$ cat config.mk
export PLATFORM = sky130hd
export DESIGN_NAME = divrest_sequencer
export DESIGN_NICKNAME = d
export VERILOG_FILES = /design/src/rtl/div_pkg.sv /design/src/rtl/div_special_detect.sv /design/src/rtl/divrest_sequencer.sv
export SDC_FILE = /design/constraint.sdc
export NUM_CORES = 1
export LEC_CHECK = 0
export CAP_MARGIN = 20
export CELL_PAD_IN_SITES_DETAIL_PLACEMENT = 0
export CELL_PAD_IN_SITES_GLOBAL_PLACEMENT = 1
export CORE_ASPECT_RATIO = 0.7
export CORE_MARGIN = 2
export CORE_UTILIZATION = 30
export DETAILED_ROUTE_END_ITERATION = 16
export PLACE_DENSITY = 0.72
export SYNTH_ARGS = -nofsm -noshare
export SYNTH_HDL_FRONTEND = slang
export SYNTH_HIERARCHICAL = 1
export SYNTH_SLANG_ARGS = --single-unit
$ cat constraint.sdc
create_clock -name clk -period 3.29 [get_ports clk]
set_input_delay 0.658 -clock clk [delete_from_list [all_inputs] [get_ports clk]]
set_output_delay 0.658 -clock clk [all_outputs]
set_load 0.005 [all_outputs]
$ cat src/rtl/div_pkg.sv
// Shared definitions for the restoring-divider sequencer: op encodings,
// FSM state codes, special-case constants and the classifier result struct.
package div_pkg;

    localparam logic [1:0] OP_DIV  = 2'b00;
    localparam logic [1:0] OP_DIVU = 2'b01;
    localparam logic [1:0] OP_REM  = 2'b10;
    localparam logic [1:0] OP_REMU = 2'b11;

    // State enumeration kept as plain constants so legacy tools read them too.
    typedef logic [1:0] state_t;
    localparam state_t ST_IDLE = 2'd0;
    localparam state_t ST_LOAD = 2'd1;
    localparam state_t ST_RUN  = 2'd2;
    localparam state_t ST_DONE = 2'd3;

    localparam logic [31:0] DIV_BY_ZERO_Q = 32'hFFFF_FFFF;
    localparam logic [31:0] INT_MIN       = 32'h8000_0000;

    typedef struct packed {
        logic        is_zero;
        logic        is_ovf;
        logic [31:0] fast_result;
    } special_t;

endpackage

$ cat src/rtl/div_special_detect.sv
// Combinational classifier for the operand pairs that never touch the divider:
// divide-by-zero and signed INT_MIN / -1.
module div_special_detect
    import div_pkg::*;
(
    input  logic [1:0]  op,
    input  logic [31:0] a,
    input  logic [31:0] b,
    output special_t    special
);

    always_comb begin
        special.is_zero = (b == 32'd0);
        special.is_ovf  = !op[0] && (a == INT_MIN) && (b == DIV_BY_ZERO_Q);
        if (special.is_zero) begin
            special.fast_result = op[1] ? a : DIV_BY_ZERO_Q;
        end else begin
            special.fast_result = op[1] ? 32'd0 : INT_MIN;
        end
    end

endmodule

$ cat src/rtl/divrest_sequencer.sv
// Request sequencer for the 32-cycle restoring divider: handshake, operand
// latching, fast special cases and a one-entry quotient/remainder cache.
module divrest_sequencer
    import div_pkg::*;
#(
    parameter int XLEN = 32,
    parameter int ITER = 32
) (
    input  logic            clk,
    input  logic            rstlow,
    input  logic            req_valid,
    output logic            req_ready,
    input  logic [1:0]      req_op,
    input  logic [XLEN-1:0] req_a,
    input  logic [XLEN-1:0] req_b,
    input  logic            flush,
    output logic            rsp_valid,
    input  logic            rsp_ready,
    output logic [XLEN-1:0] rsp_data,
    output logic [XLEN-1:0] div_a,
    output logic [XLEN-1:0] div_b,
    output logic            div_signed,
    output logic            div_start,
    output logic [5:0]      div_count,
    input  logic [XLEN-1:0] div_q,
    input  logic [XLEN-1:0] div_r,
    output state_t          dbg_state
);

    // Handshakes: a transfer happens on a rising edge where valid and ready
    // are both high; valid never waits on ready, and flush blocks acceptance.

    state_t            state_q, state_d;
    logic              init_q, init_d;
    logic [1:0]        op_q, op_d;
    logic [XLEN-1:0]   a_q, a_d, b_q, b_d;
    logic              sgn_q, sgn_d;
    logic [XLEN-1:0]   res_q, res_d;
    logic [5:0]        cnt_q, cnt_d;
    logic              cache_vld_q, cache_vld_d;
    logic [XLEN-1:0]   cache_a_q, cache_a_d, cache_b_q, cache_b_d;
    logic              cache_uns_q, cache_uns_d;
    logic [XLEN-1:0]   cache_quo_q, cache_quo_d, cache_rem_q, cache_rem_d;

    special_t          special;
    logic              accept;
    logic              hit;

    div_special_detect u_special (
        .op      (req_op),
        .a       (req_a),
        .b       (req_b),
        .special (special)
    );

    // init_q holds req_ready low until the first edge after reset release.
    assign req_ready = init_q && (state_q == ST_IDLE);
    assign accept    = req_valid && req_ready && !flush;
    assign hit       = cache_vld_q && (req_a == cache_a_q) && (req_b == cache_b_q)
                       && (req_op[0] == cache_uns_q);

    always_comb begin
        state_d     = state_q;
        init_d      = 1'b1;
        op_d        = op_q;
        a_d         = a_q;
        b_d         = b_q;
        sgn_d       = sgn_q;
        res_d       = res_q;
        cnt_d       = cnt_q;
        cache_vld_d = cache_vld_q;
        cache_a_d   = cache_a_q;
        cache_b_d   = cache_b_q;
        cache_uns_d = cache_uns_q;
        cache_quo_d = cache_quo_q;
        cache_rem_d = cache_rem_q;

        if (flush) begin
            state_d     = ST_IDLE;
            cnt_d       = 6'd0;
            cache_vld_d = 1'b0;
        end else begin
            case (state_q)
                ST_IDLE: begin
                    if (accept) begin
                        op_d  = req_op;
                        a_d   = req_a;
                        b_d   = req_b;
                        sgn_d = !req_op[0];
                        if (special.is_zero || special.is_ovf) begin
                            res_d   = special.fast_result;
                            state_d = ST_DONE;
                        end else if (hit) begin
                            res_d   = req_op[1] ? cache_rem_q : cache_quo_q;
                            state_d = ST_DONE;
                        end else begin
                            state_d = ST_LOAD;
                        end
                    end
                end
                ST_LOAD: begin
                    cnt_d   = 6'd1;
                    state_d = ST_RUN;
                end
                ST_RUN: begin
                    if (cnt_q == 6'(ITER)) begin
                        cache_vld_d = 1'b1;
                        cache_a_d   = a_q;
                        cache_b_d   = b_q;
                        cache_uns_d = op_q[0];
                        cache_quo_d = div_q;
                        cache_rem_d = div_r;
                        res_d       = op_q[1] ? div_r : div_q;
                        cnt_d       = 6'd0;
                        state_d     = ST_DONE;
                    end else begin
                        cnt_d = cnt_q + 6'd1;
                    end
                end
                ST_DONE: begin
                    if (rsp_ready) begin
                        state_d = ST_IDLE;
                    end
                end
                default: state_d = ST_IDLE;
            endcase
        end
    end

    always_ff @(posedge clk or negedge rstlow) begin
        if (!rstlow) begin
            state_q     <= ST_IDLE;
            init_q      <= 1'b0;
            op_q        <= 2'b00;
            a_q         <= '0;
            b_q         <= '0;
            sgn_q       <= 1'b0;
            res_q       <= '0;
            cnt_q       <= 6'd0;
            cache_vld_q <= 1'b0;
            cache_a_q   <= '0;
            cache_b_q   <= '0;
            cache_uns_q <= 1'b0;
            cache_quo_q <= '0;
            cache_rem_q <= '0;
        end else begin
            state_q     <= state_d;
            init_q      <= init_d;
            op_q        <= op_d;
            a_q         <= a_d;
            b_q         <= b_d;
            sgn_q       <= sgn_d;
            res_q       <= res_d;
            cnt_q       <= cnt_d;
            cache_vld_q <= cache_vld_d;
            cache_a_q   <= cache_a_d;
            cache_b_q   <= cache_b_d;
            cache_uns_q <= cache_uns_d;
            cache_quo_q <= cache_quo_d;
            cache_rem_q <= cache_rem_d;
        end
    end

    assign rsp_valid  = (state_q == ST_DONE);
    assign rsp_data   = res_q;
    assign div_a      = a_q;
    assign div_b      = b_q;
    assign div_signed = sgn_q;
    assign div_start  = (state_q == ST_LOAD);
    assign div_count  = cnt_q;
    assign dbg_state  = state_q;

endmodule

# After elaboration in Yosys (flattened, before gate mapping)
# Index checks and enable logic that the tools add are counted.
# totals
word_cells	76
out_inout_bits	108
mem_bits_rw	0
romBits	0
mem_count	0
regBits	238
latch_bits	0
# op_classes
div	0
n_lt_le_gt_ge	0
n_mul	0
n_reduce_logical	22
bitwise_logic	1
n_eq_ne	15
n_mux	23
addsub	1
n_shift	0
# op_table
op	n
32-bit 2-to-1 mux	9
32-bit == test	2
32-bit == test, second input constant	2
32-bit one-hot mux with 2 select lines	1
32-bit logical NOT	1
2-bit 2-to-1 mux	6
6-bit 2-to-1 mux	2
6-bit one-hot mux with 2 select lines	1
3-bit AND reduction	3
1-bit logical AND	8
2-bit one-hot mux with 4 select lines	1
6-bit by 1-bit adder with 6-bit output, second input constant	1
6-bit == test, second input constant	1
3-bit by 2-bit inequality test with 1-bit output, second input constant	2
3-bit inequality test, second input constant	2
2-bit nonzero test	3
5-bit AND reduction	1
2-bit == test, second input constant	2
2-bit inequality test, second input constant	2
1-bit 2-to-1 mux	3
3-bit nonzero test	1
2-bit by 1-bit == test with 1-bit output, second input constant	1
1-bit logical NOT	2
2-bit logical NOT	1
other kinds (4)	4

# Depth between registers and ports, before layout
# Gate-level depths: netlist of run 1.
# logic_depth
ltp_word	9
ltp_mapped	14

# Hierarchy
# Netlist of run 1, hierarchy kept.
# by_module_without_submodules
mod	cells_each	n_inst	area_per_inst_um2	seq_area_each_um2
divrest_sequencer	894	1	11135.7	5955.7
div_special_detect	108	1	576.8	0.0

# Least setup slack after synthesis of run 1
# No wires, ideal clock.
# synth_timing
path_type	input-to-reg
start	in req_a[26]
end	reg res_q[10] (netlist: rsp_data[10])
t_required_ns	3.165
path_slack_ns	0.147
path_buffers	1
path_stages	10
setup_time_ns	0.125
t_arrival_ns	3.018
path_cell_list	nor4_2 nand4_1 or4_1 nor4_2 nor2_1 o21ai_0 or3b_2 o31ai_4 buf_6 mux2_2
# synth_rtl
element	line_no	source
start: declaration	divrest_sequencer.sv:14	input logic [XLEN-1:0] req_a,
end signal: assignment	divrest_sequencer.sv:153	res_q <= res_d;
end: declaration	divrest_sequencer.sv:38	logic [XLEN-1:0] res_q, res_d;

==> out/qor.csv, run 1 <==
metric,value,unit
synth.area.top_cells,"dfrtp_1, mux2_2, mux2i_1, a21oi_1, xnor2_1",
grt_pass1_wl,58.1,mm
grt_pass1_vias,9407,
fp.dieW,240,µm
synth_area,0.0117,mm²
nets,1476,
fin_skew,15.9,ps
routed_wl,38.4,mm
ys_top_cells_by_count,"dfrtp_1, mux2_2, a21oi_1",
p_sw_share,30.2,%
min_period,3220,ps
syn_inst,1002,
cp-end-kind,flip-flop,
cts.sinks,238,
setup_viol,0,
switchingPower,3.27,mW
antenna_left,0,
tns,0,ps
outcome,finished clean,
insertion_delay,550,ps
fp-row-count,60,
synth_edf_count,0,
leakage,7.63,nW
synth_most_common_cell,dfrtp_1,
wl_per_cell,20.4,µm
dieHeight,169,µm
ff2ff_setup_slack,330,ps
worst_hold_slack,127,ps
layout-drive-gt1-share,28.9,%
cts.clk_slew.worst_paths,60,ps
grt_max_degree,99,
io_pins,243,
netlist.area_leader.share,50.8,%
ir_worst_vdd,0.000395,V
numPortBuffers,242,
fp.dieArea,0.0407,mm²
final_hold_viol_count,0,
gr-total-overflow,0,
criticalPathCategory,in2reg,
combPwrFrac,34.9,%
via_count,9029,
ys_ff_latch,238,
cts_tree,done,
slew_headroom,45.7,%
cap_viol_max_count,0,
pwr-share-clk,27.2,%
fin_area,0.0165,mm²
h-tree-depth,1,
synth_flop_cell,dfrtp_1,
fmax,0.310,GHz
async_reset_ff_share,100,%
drtIter0Drc,473,
area_growth,40.8,%
syn-num-nets,1144,
coreArea,0.0384,mm²
antenna_found_initial,4,
p_seq_share,37.9,%
fill_cells,3656,
rsz0062_at_grt,false,
yosys_warnings,6,
cts_hold_buf,0,
synth_top_area_cell,dfrtp_1,
dpl_worst_slack,-870,ps
placedCellCount,1828,
post-route-period-util,98.0,%
dr.pass1.iters,5,
drt-vias-per-instance,4.80,
reg2regPathDepth,10,
tightest_slew,815,ps
yosys.cell_types.count,48,
cts_made_buffers,27,
power_density,657,mW/mm²
grtUsageTotal,19.0,%
stdcell_count,1880,
hp-class,in2async,
seqCellArea,0.00596,mm²
multi_input_area,0.00536,mm²
internal-power,7.56,mW
start_util,30.5,%
ys_seq_area_share,50.8,%
worstReg2RegStart,div_count[0]$_DFFE_PN0P_,
critical_path_required,3720,ps
arrival,3650,ps
setup_slack,66.2,ps
hpwl,28.4,mm
gp_congestion,0.857,
critPathMaxFanout,11,
clockBufferDepth,3,
clock-root-buffer,clkbuf_16,
crit-reg2reg-capture,rsp_data[3]$_DFFE_PN0P_,
drc,0,
placed_area,0.0155,mm²
crit_path_start_kind,primary input,
synth_area_per_cell,11.7,µm²
drv_slew,0,
## routing by layer
metal  global-route usage [%]  up-vias  wire length (µm)
met4                     3.97        4               706
li1                         -     4205                 -
met3                     3.84       48              2130
met2                     29.6      212             17300
met5                        0        -                26
met1                     27.3     4560             18300
## power by group through the flow
stage / combinational, mW / clock (mW) / sequential [mW]
after floorplan: 1.54 / 0 / 4.04
after global placement: 3.63 / 0 / 4.14
after detailed placement: 3.67 / 0 / 4.16
after CTS: 3.83 / 3.03 / 4.12
after global routing: 4.06 / 3.16 / 4.21
final: 3.78 / 2.94 / 4.11
## worst max path at each step
stage                    from                       end  cells after the start
finish              req_b[26]   rsp_data[3]$_DFFE_PN0P_                     11
global route        req_a[23]  rsp_data[15]$_DFFE_PN0P_                     12
CTS                 req_a[15]   rsp_data[5]$_DFFE_PN0P_                     12
detailed placement  req_a[26]  rsp_data[28]$_DFFE_PN0P_                     11
global placement    req_a[26]  rsp_data[24]$_DFFE_PN0P_                     11
floorplan           req_a[26]  rsp_data[10]$_DFFE_PN0P_                     10
## registers in the layout, indices dropped and copies added (netlist names)
signal / count
cache_rem_q: 32
cache_uns_q: 1
cache_quo_q: 32
rsp_data: 32
cache_b_q: 32
init_q: 1
cache_vld_q: 1
div_a: 32
div_count: 6
cache_a_q: 32
div_b: 32
dbg_state: 2
div_signed: 1
op_q: 2
## final cells by class
type                    count  share of cell area, %
flip-flops and latches    238                   36.1
multi-input cells         654                   32.5
repair buffers            359                   21.0
clock buffers              38                   4.53
well taps                 527                   4.00
inverters                  54                   1.23
clock inverters             8                  0.569
diodes                      2                 0.0304
## per-stage QoR
stage	total power [mW]	utilization (%)
6_report	10.8	42.9
5_1_grt	11.4	42.9
3_3_place_gp	7.77	40.3
3_5_place_dp	7.83	40.3
2_1_floorplan	5.58	-
4_1_cts	11.0	42.8
## cell usage in the layout (no fill, tap or decap), drive strengths merged, types with 5 or more instances in the layout
master           n
mux2i           64
inv             55
xnor2           48
nand4           23
nand2b           5
nor2            78
nor4            19
mux2           218
buf            119
nand3            5
o21ai           19
a21oi          100
dfrtp          238
nor2b           11
clkdlybuf4s50  230
ha               7
clkbuf          38
dlymetal6s2s     8
clkinv           5
nand2           18
## cell families after synthesis
logic type / synth area share, %
xor gates and xnor gates: 3.59
buffers and inverters: 3.92
AOI/OAI and AO/OA: 6.85
adders and majority gates: 0.748
other: 0.0320
DFF: 50.8
muxes: 26.4
and+or+nand+nor: 7.58
## timing repair
action | 4_1_cts | 5_1_grt
endpoints found under the hold margin | 0 | 0
gates cloned | 3 | 0
resized for setup | 11 | 12
endpoints found under the setup margin | 32 | 32
pin swaps | 4 | 4
buffers inserted | 1 | 0
## worst max-delay path: stages
cell             delay (ps)
clkdlybuf4s50_1         590
nand4_1                 230
or4_4                   550
nor4_4                  280
nor2_4                   70
o21ai_1                 110
or3b_4                  400
o31ai_4                  80
buf_12                  190
buf_16                  150
mux2_2                  330
Note: power is estimated with default switching activity, not from simulation.
==> run 2: changes to the inputs <==
--- a/config.mk
+++ b/config.mk
@@ -11,6 +11,7 @@
 export CORE_ASPECT_RATIO = 0.7
 export CORE_MARGIN = 2
 export CORE_UTILIZATION = 30
+export CTS_CLUSTER_SIZE = 16
 export DETAILED_ROUTE_END_ITERATION = 16
 export PLACE_DENSITY = 0.72
 export SYNTH_ARGS = -nofsm -noshare
==> results of run 2 <==
The final DEF is identical to that of run 1; final timing and power are the same.
